File: src/rtl/paddle_ctrl.sv
// Breakout-style paddle controller: frame-rate movement with step acceleration,
// wall saturation and a normal/narrow width mode.
module paddle_ctrl #(
  parameter int SCREEN_W    = 640,
  parameter int PAD_W       = 100,
  parameter int MARGIN      = 10,
  parameter int START_X     = 270,
  parameter int STEP_MIN    = 2,
  parameter int STEP_MAX    = 8,
  parameter int ACCEL_TICKS = 4,
  parameter int POS_W       = 10
) (
  input  logic             clk,
  input  logic             reset,
  input  logic             frame_tick,
  input  logic             btn_left,
  input  logic             btn_right,
  input  logic             narrow,
  input  logic             pause,
  output logic [POS_W-1:0] pos,
  output logic [POS_W-1:0] width,
  output logic [3:0]       speed,
  output logic             at_left,
  output logic             at_right
);

  localparam int CNT_W = $clog2(ACCEL_TICKS + 1);

  // Position math is one bit wider than pos so subtractions cannot wrap.
  localparam logic [POS_W:0]   SCREEN_X   = SCREEN_W[POS_W:0];
  localparam logic [POS_W:0]   MARGIN_X   = MARGIN[POS_W:0];
  localparam logic [POS_W:0]   PAD_X      = PAD_W[POS_W:0];
  localparam logic [POS_W:0]   PAD_HALF_X = PAD_X >> 1;
  localparam logic [POS_W-1:0] START_V    = START_X[POS_W-1:0];
  localparam logic [3:0]       STEP_MIN_V = STEP_MIN[3:0];
  localparam logic [3:0]       STEP_MAX_V = STEP_MAX[3:0];
  localparam logic [CNT_W-1:0] ACCEL_V    = ACCEL_TICKS[CNT_W-1:0];

  typedef enum logic [1:0] {IDLE, MOVE_L, MOVE_R} state_t;

  state_t           state_q, state_d, state_nx;
  logic [POS_W-1:0] pos_q, pos_d;
  logic [POS_W-1:0] width_q, width_d;
  logic [3:0]       speed_q, speed_d;
  logic [3:0]       step_q, step_d;
  logic [CNT_W-1:0] cnt_q, cnt_d;

  logic [POS_W:0]   width_nx, right_lim, pos_x, step_x, new_pos;
  logic [3:0]       step_cur;
  logic [4:0]       step_sum;
  logic [CNT_W-1:0] cnt_cur, cnt_inc;

  always_comb begin
    // NOTE: every signal written here gets a default first, so no path can
    // leave one unassigned and infer a latch.
    state_d  = state_q;
    pos_d    = pos_q;
    width_d  = width_q;
    speed_d  = speed_q;
    step_d   = step_q;
    cnt_d    = cnt_q;
    state_nx = IDLE;

    width_nx  = narrow ? PAD_HALF_X : PAD_X;
    right_lim = SCREEN_X - width_nx - MARGIN_X;
    pos_x     = {1'b0, pos_q};

    unique case ({btn_left, btn_right})
      2'b10:   state_nx = MOVE_L;
      2'b01:   state_nx = MOVE_R;
      default: state_nx = IDLE;
    endcase

    // Any change of state restarts the acceleration ramp.
    step_cur = (state_nx == state_q) ? step_q : STEP_MIN_V;
    cnt_cur  = (state_nx == state_q) ? cnt_q  : '0;
    step_x   = {{(POS_W-3){1'b0}}, step_cur};
    step_sum = {1'b0, step_cur} + {1'b0, STEP_MIN_V};
    cnt_inc  = cnt_cur + CNT_W'(1);
    new_pos  = pos_x;

    if (frame_tick && !pause) begin
      state_d = state_nx;
      width_d = width_nx[POS_W-1:0];

      unique case (state_nx)
        MOVE_L:  new_pos = (pos_x < MARGIN_X + step_x) ? MARGIN_X : pos_x - step_x;
        MOVE_R:  new_pos = (pos_x + step_x > right_lim) ? right_lim : pos_x + step_x;
        default: new_pos = pos_x;
      endcase
      // A width change can pull the right limit in under a stationary paddle.
      if (new_pos > right_lim) new_pos = right_lim;
      pos_d = new_pos[POS_W-1:0];

      if (state_nx == IDLE) begin
        speed_d = '0;
        step_d  = STEP_MIN_V;
        cnt_d   = '0;
      end else begin
        speed_d = step_cur;
        if (cnt_inc == ACCEL_V) begin
          step_d = (step_sum > {1'b0, STEP_MAX_V}) ? STEP_MAX_V : step_sum[3:0];
          cnt_d  = '0;
        end else begin
          step_d = step_cur;
          cnt_d  = cnt_inc;
        end
      end
    end
  end

  // NOTE: state registers use non-blocking assignments so every flop samples
  // the pre-edge values regardless of statement order.
  always_ff @(posedge clk or posedge reset) begin
    if (reset) begin
      state_q <= IDLE;
      pos_q   <= START_V;
      width_q <= PAD_X[POS_W-1:0];
      speed_q <= '0;
      step_q  <= STEP_MIN_V;
      cnt_q   <= '0;
    end else begin
      state_q <= state_d;
      pos_q   <= pos_d;
      width_q <= width_d;
      speed_q <= speed_d;
      step_q  <= step_d;
      cnt_q   <= cnt_d;
    end
  end

  assign pos      = pos_q;
  assign width    = width_q;
  assign speed    = speed_q;
  assign at_left  = (pos_q == MARGIN_X[POS_W-1:0]);
  assign at_right = ({1'b0, pos_q} == SCREEN_X - {1'b0, width_q} - MARGIN_X);

endmodule

File: config.mk
export PLATFORM = sky130hd
export DESIGN_NAME = paddle_ctrl
export DESIGN_NICKNAME = d
export VERILOG_FILES = /design/src/rtl/paddle_ctrl.sv
export SDC_FILE = /design/constraint.sdc
export NUM_CORES = 1
export LEC_CHECK = 0
export ABC_AREA = 1
export ABC_CLOCK_PERIOD_IN_PS = 6150
export BUFFER_PORTS_ARGS = -buffer_cell sky130_fd_sc_hd__buf_2
export CAP_MARGIN = 40
export CELL_PAD_IN_SITES_DETAIL_PLACEMENT = 1
export CELL_PAD_IN_SITES_GLOBAL_PLACEMENT = 2
export CORE_ASPECT_RATIO = 0.8
export CORE_MARGIN = 8
export CORE_UTILIZATION = 35
export DETAILED_ROUTE_END_ITERATION = 8
export PLACE_DENSITY = 0.94
export SETUP_SLACK_MARGIN = 0.02
export SLEW_MARGIN = 20
export SYNTH_ARGS = -nofsm -noshare
export SYNTH_HDL_FRONTEND = slang
export SYNTH_SLANG_ARGS = --single-unit
File: constraint.sdc
create_clock -name clk -period 6.15 [get_ports clk]
set_input_delay 0 -clock clk [delete_from_list [all_inputs] [get_ports clk]]
set_output_delay 0 -clock clk [all_outputs]
set_load 0.005 [all_outputs]
==> run metrics <==
Sw Pwr=592 uW; multiplexer share of the synthesized area=0%; initial antenna violation count=0; worst-path maximum fanout=9; Ys Warns=0; Die X=117 um; total grt overflow=0; H-tree levels=1; Arr. time, crit path=5.38 ns; RSZ-0062 raised after global routing=no; CP endpoint kind=flip-flop; number of cells on the critical path=33; ys flop type=dfrtp_1; Leakage=0.00161 uW; gr usage total=16.6%; Yosys cell types=41; clock sink total=25; hpwl dp=7420 um; routed wire length=8980 um; DR WL/cell=16.2 um; fin crit period=5.20 ns; first-pass GRT wire length=15200 um; total power=1080 uW; sequential share of power=26.8%; commonest non-fill, non-tap cell in the layout=nand2_1; power density cells=345 nW/um2; worst-margin pin slew=0.696 ns; setup_tns=0 ns; Synth Cell Area=2860 um2; Sw Share=55.0%; crit path launch type=flip-flop; Compound-Gate Fraction of Synth Area=13.1%; clock network power share=10.1%; IO Count=33; Worst Hold Depth=4; register bit total from synthesis=25; Final Hold Vio Count=0; RD Place Congestion=0.897; Crit path buffers/inverters=4; Post-synth EDFFs=0; Top delay family on crit path=simple AND/OR/NAND/NOR gates; kind of critical path=flip-flop to flip-flop; area added between synthesis and finish=8.78%; CTS clk-pin slew, worst paths=0.10 ns; antenna-violating nets left=0; # setup viols final=0; MaxCap Viol Count=0; Max Slew Vio Count=0; slowest stage delay, CP=0.41 ns; Placed Cells=548; highest-count cells in the layout ignoring fill and taps=nand2_1, inv_1, nor2_1; fin crit share=84.5%; Cell Rows=29; CTS Root Cell=clkbuf_8; fmax=192 MHz; die outline area=11400 um2; Antenna diodes=0; CTS tree=yes; R2R depth=33; Synth Area in Simple Gates=36.8%; Synth async-reset ratio=100%; CTS max path bufs=2; VDD IR max=0.204 mV; hold crit path type=input port to flip-flop; crit-path most repeated cell=nand2_1; share of cells above drive strength 1=20.2%; Internal Power=484 uW; Die Y=96.9 um; adder-cell share of the synthesized area=13.0%; Initial Utilization=36.0%; Via-to-Cell Ratio=5.06; Avg Inst Size Synth=6.71 um2; largest net degree at the start of global routing=21; xor and xnor area share after synthesis=1.53%; # nets final=481; main combinational cell family by area after synthesis=simple AND/OR/NAND/NOR gates; share of total power in combinational logic=63.1%; Core Area=7950 um2; Slew HR=53.5%; fin cells=553; Worst Skew=0.00470 ns; drt pass-1 iters=4; Cells after Synth=427; vias in the first global route=2896; status=finished, final reports clean; Slowest cell on crit path=dfrtp_1; IO buf count=26; DRC viols=0; total CTS buffers=3; via count=2798; 1st-iter DRT viols=148; Skew-Pair Late Insertion Delay=0.28 ns; register area share after synthesis=22.1%; Worst Path Required=6.33 ns
==> metrics by stage <==
step	hold WS [ns]	utilization, %	worst slack, ns	area [um2]
after CTS	0.102	39.2	0.968	3120
final	0.113	39.2	0.953	3120
after global placement	0.283	38.1	1.22	3030
after global routing	0.160	39.2	0.385	3120
after detailed placement	0.0601	38.5	0.986	3060
after floorplan	0.0229	-	1.95	2880
==> metal layers <==
metal,GRT usage [%],share of wire [%]
met1,23.7,50
met2,26.2,46
met3,0.621,2.7
met4,4.62,1.3
met5,0,0
==> power by group through the flow <==
stage	registers [uW]	logic, uW	clock network, uW
6_report	288	679	109
5_1_grt	293	778	117
4_1_cts	287	681	113
3_5_place_dp	290	676	0
3_3_place_gp	288	658	0
2_1_floorplan	238	541	0
==> cells in the mapped netlist (2+ instances only) <==
cell	instances	share of area [%]
nand2_1	98	13
inv_1	64	8.4
nor2_1	38	5.0
nand3_1	28	4.9
ha_1	25	11
nand2_2	22	4.8
o21ai_0	21	3.7
dfrtp_1	19	17
a21oi_1	18	3.1
buf_4	10	2.6
dfstp_2	6	5.5
nand3_2	6	2.1
nor2_2	6	1.3
nand4_1	5	1.1
nor3_1	5	0.87
a22oi_1	4	1.0
clkbuf_1	4	0.52
inv_2	4	0.52
nand2_4	4	1.6
o21ai_2	4	1.2
buf_2	3	0.52
fa_1	3	2.1
xor2_1	3	0.92
a21oi_4	2	1.1
a31oi_1	2	0.44
conb_1	2	0.26
nor3_2	2	0.70
nor4_1	2	0.44
o21a_1	2	0.52
o21ai_1	2	0.35
o22ai_1	2	0.44
xnor2_1	2	0.61
==> path summary, 6_finish.rpt <==
kind / to / from / slack [ns]
setup / recovery: pos[9]$_DFFE_PP0P_ / state_q[1]$_DFFE_PP0P_ / 0.95
hold / removal: pos[2]$_DFFE_PP1P_ / pause / 0.11
setup reg to reg: pos[9]$_DFFE_PP0P_ / state_q[1]$_DFFE_PP0P_ / 0.95
hold reg to reg: speed[2]$_DFFE_PP0P_ / speed[2]$_DFFE_PP0P_ / 0.49
max in group asynchronous: pos[8]$_DFFE_PP1P_ / reset / 5.33
min in group asynchronous: step_q[3]$_DFFE_PP0P_ / reset / 0.28
==> layout make-up <==
| class | count | area [um2] |
|---|---|---|
| clock buffers | 3 | 41.3 |
| clock inverters | 1 | 8.76 |
| fillers | 1052 | 4830 |
| inverters | 69 | 262 |
| multi-input cells | 319 | 1870 |
| flip-flops and latches | 25 | 633 |
| well taps | 108 | 135 |
| repair buffers | 28 | 168 |
==> timing repair <==
item                                    4_1_cts  5_1_grt
endpoints found under the hold margin         8        0
hold buffers                                  1        0
endpoints found under the setup margin        0        0
buffers inserted                              0        0
resized for setup                             0        0
==> cell families (layout without fill, tap and decap cells) <==
kind of cell / after synthesis / after routing
compound gates: 61 / 61
xor+xnor: 5 / 5
fa+ha+maj: 28 / 28
buf+inv: 87 / 101
flops: 25 / 25
other cells: 2 / 6
simple gates: 219 / 219
==> worst min-delay path: cells and delay by family <==
kind / cells / cell delay (ns)
buf+inv: 1 / 0.09
simple gates: 3 / 0.32
==> registers in the layout, indices dropped and copies added, names as in the netlist <==
register  flops
speed         4
step_q        4
cnt_q         3
pos          10
width         2
state_q       2
(Power assumes the default switching activity.)
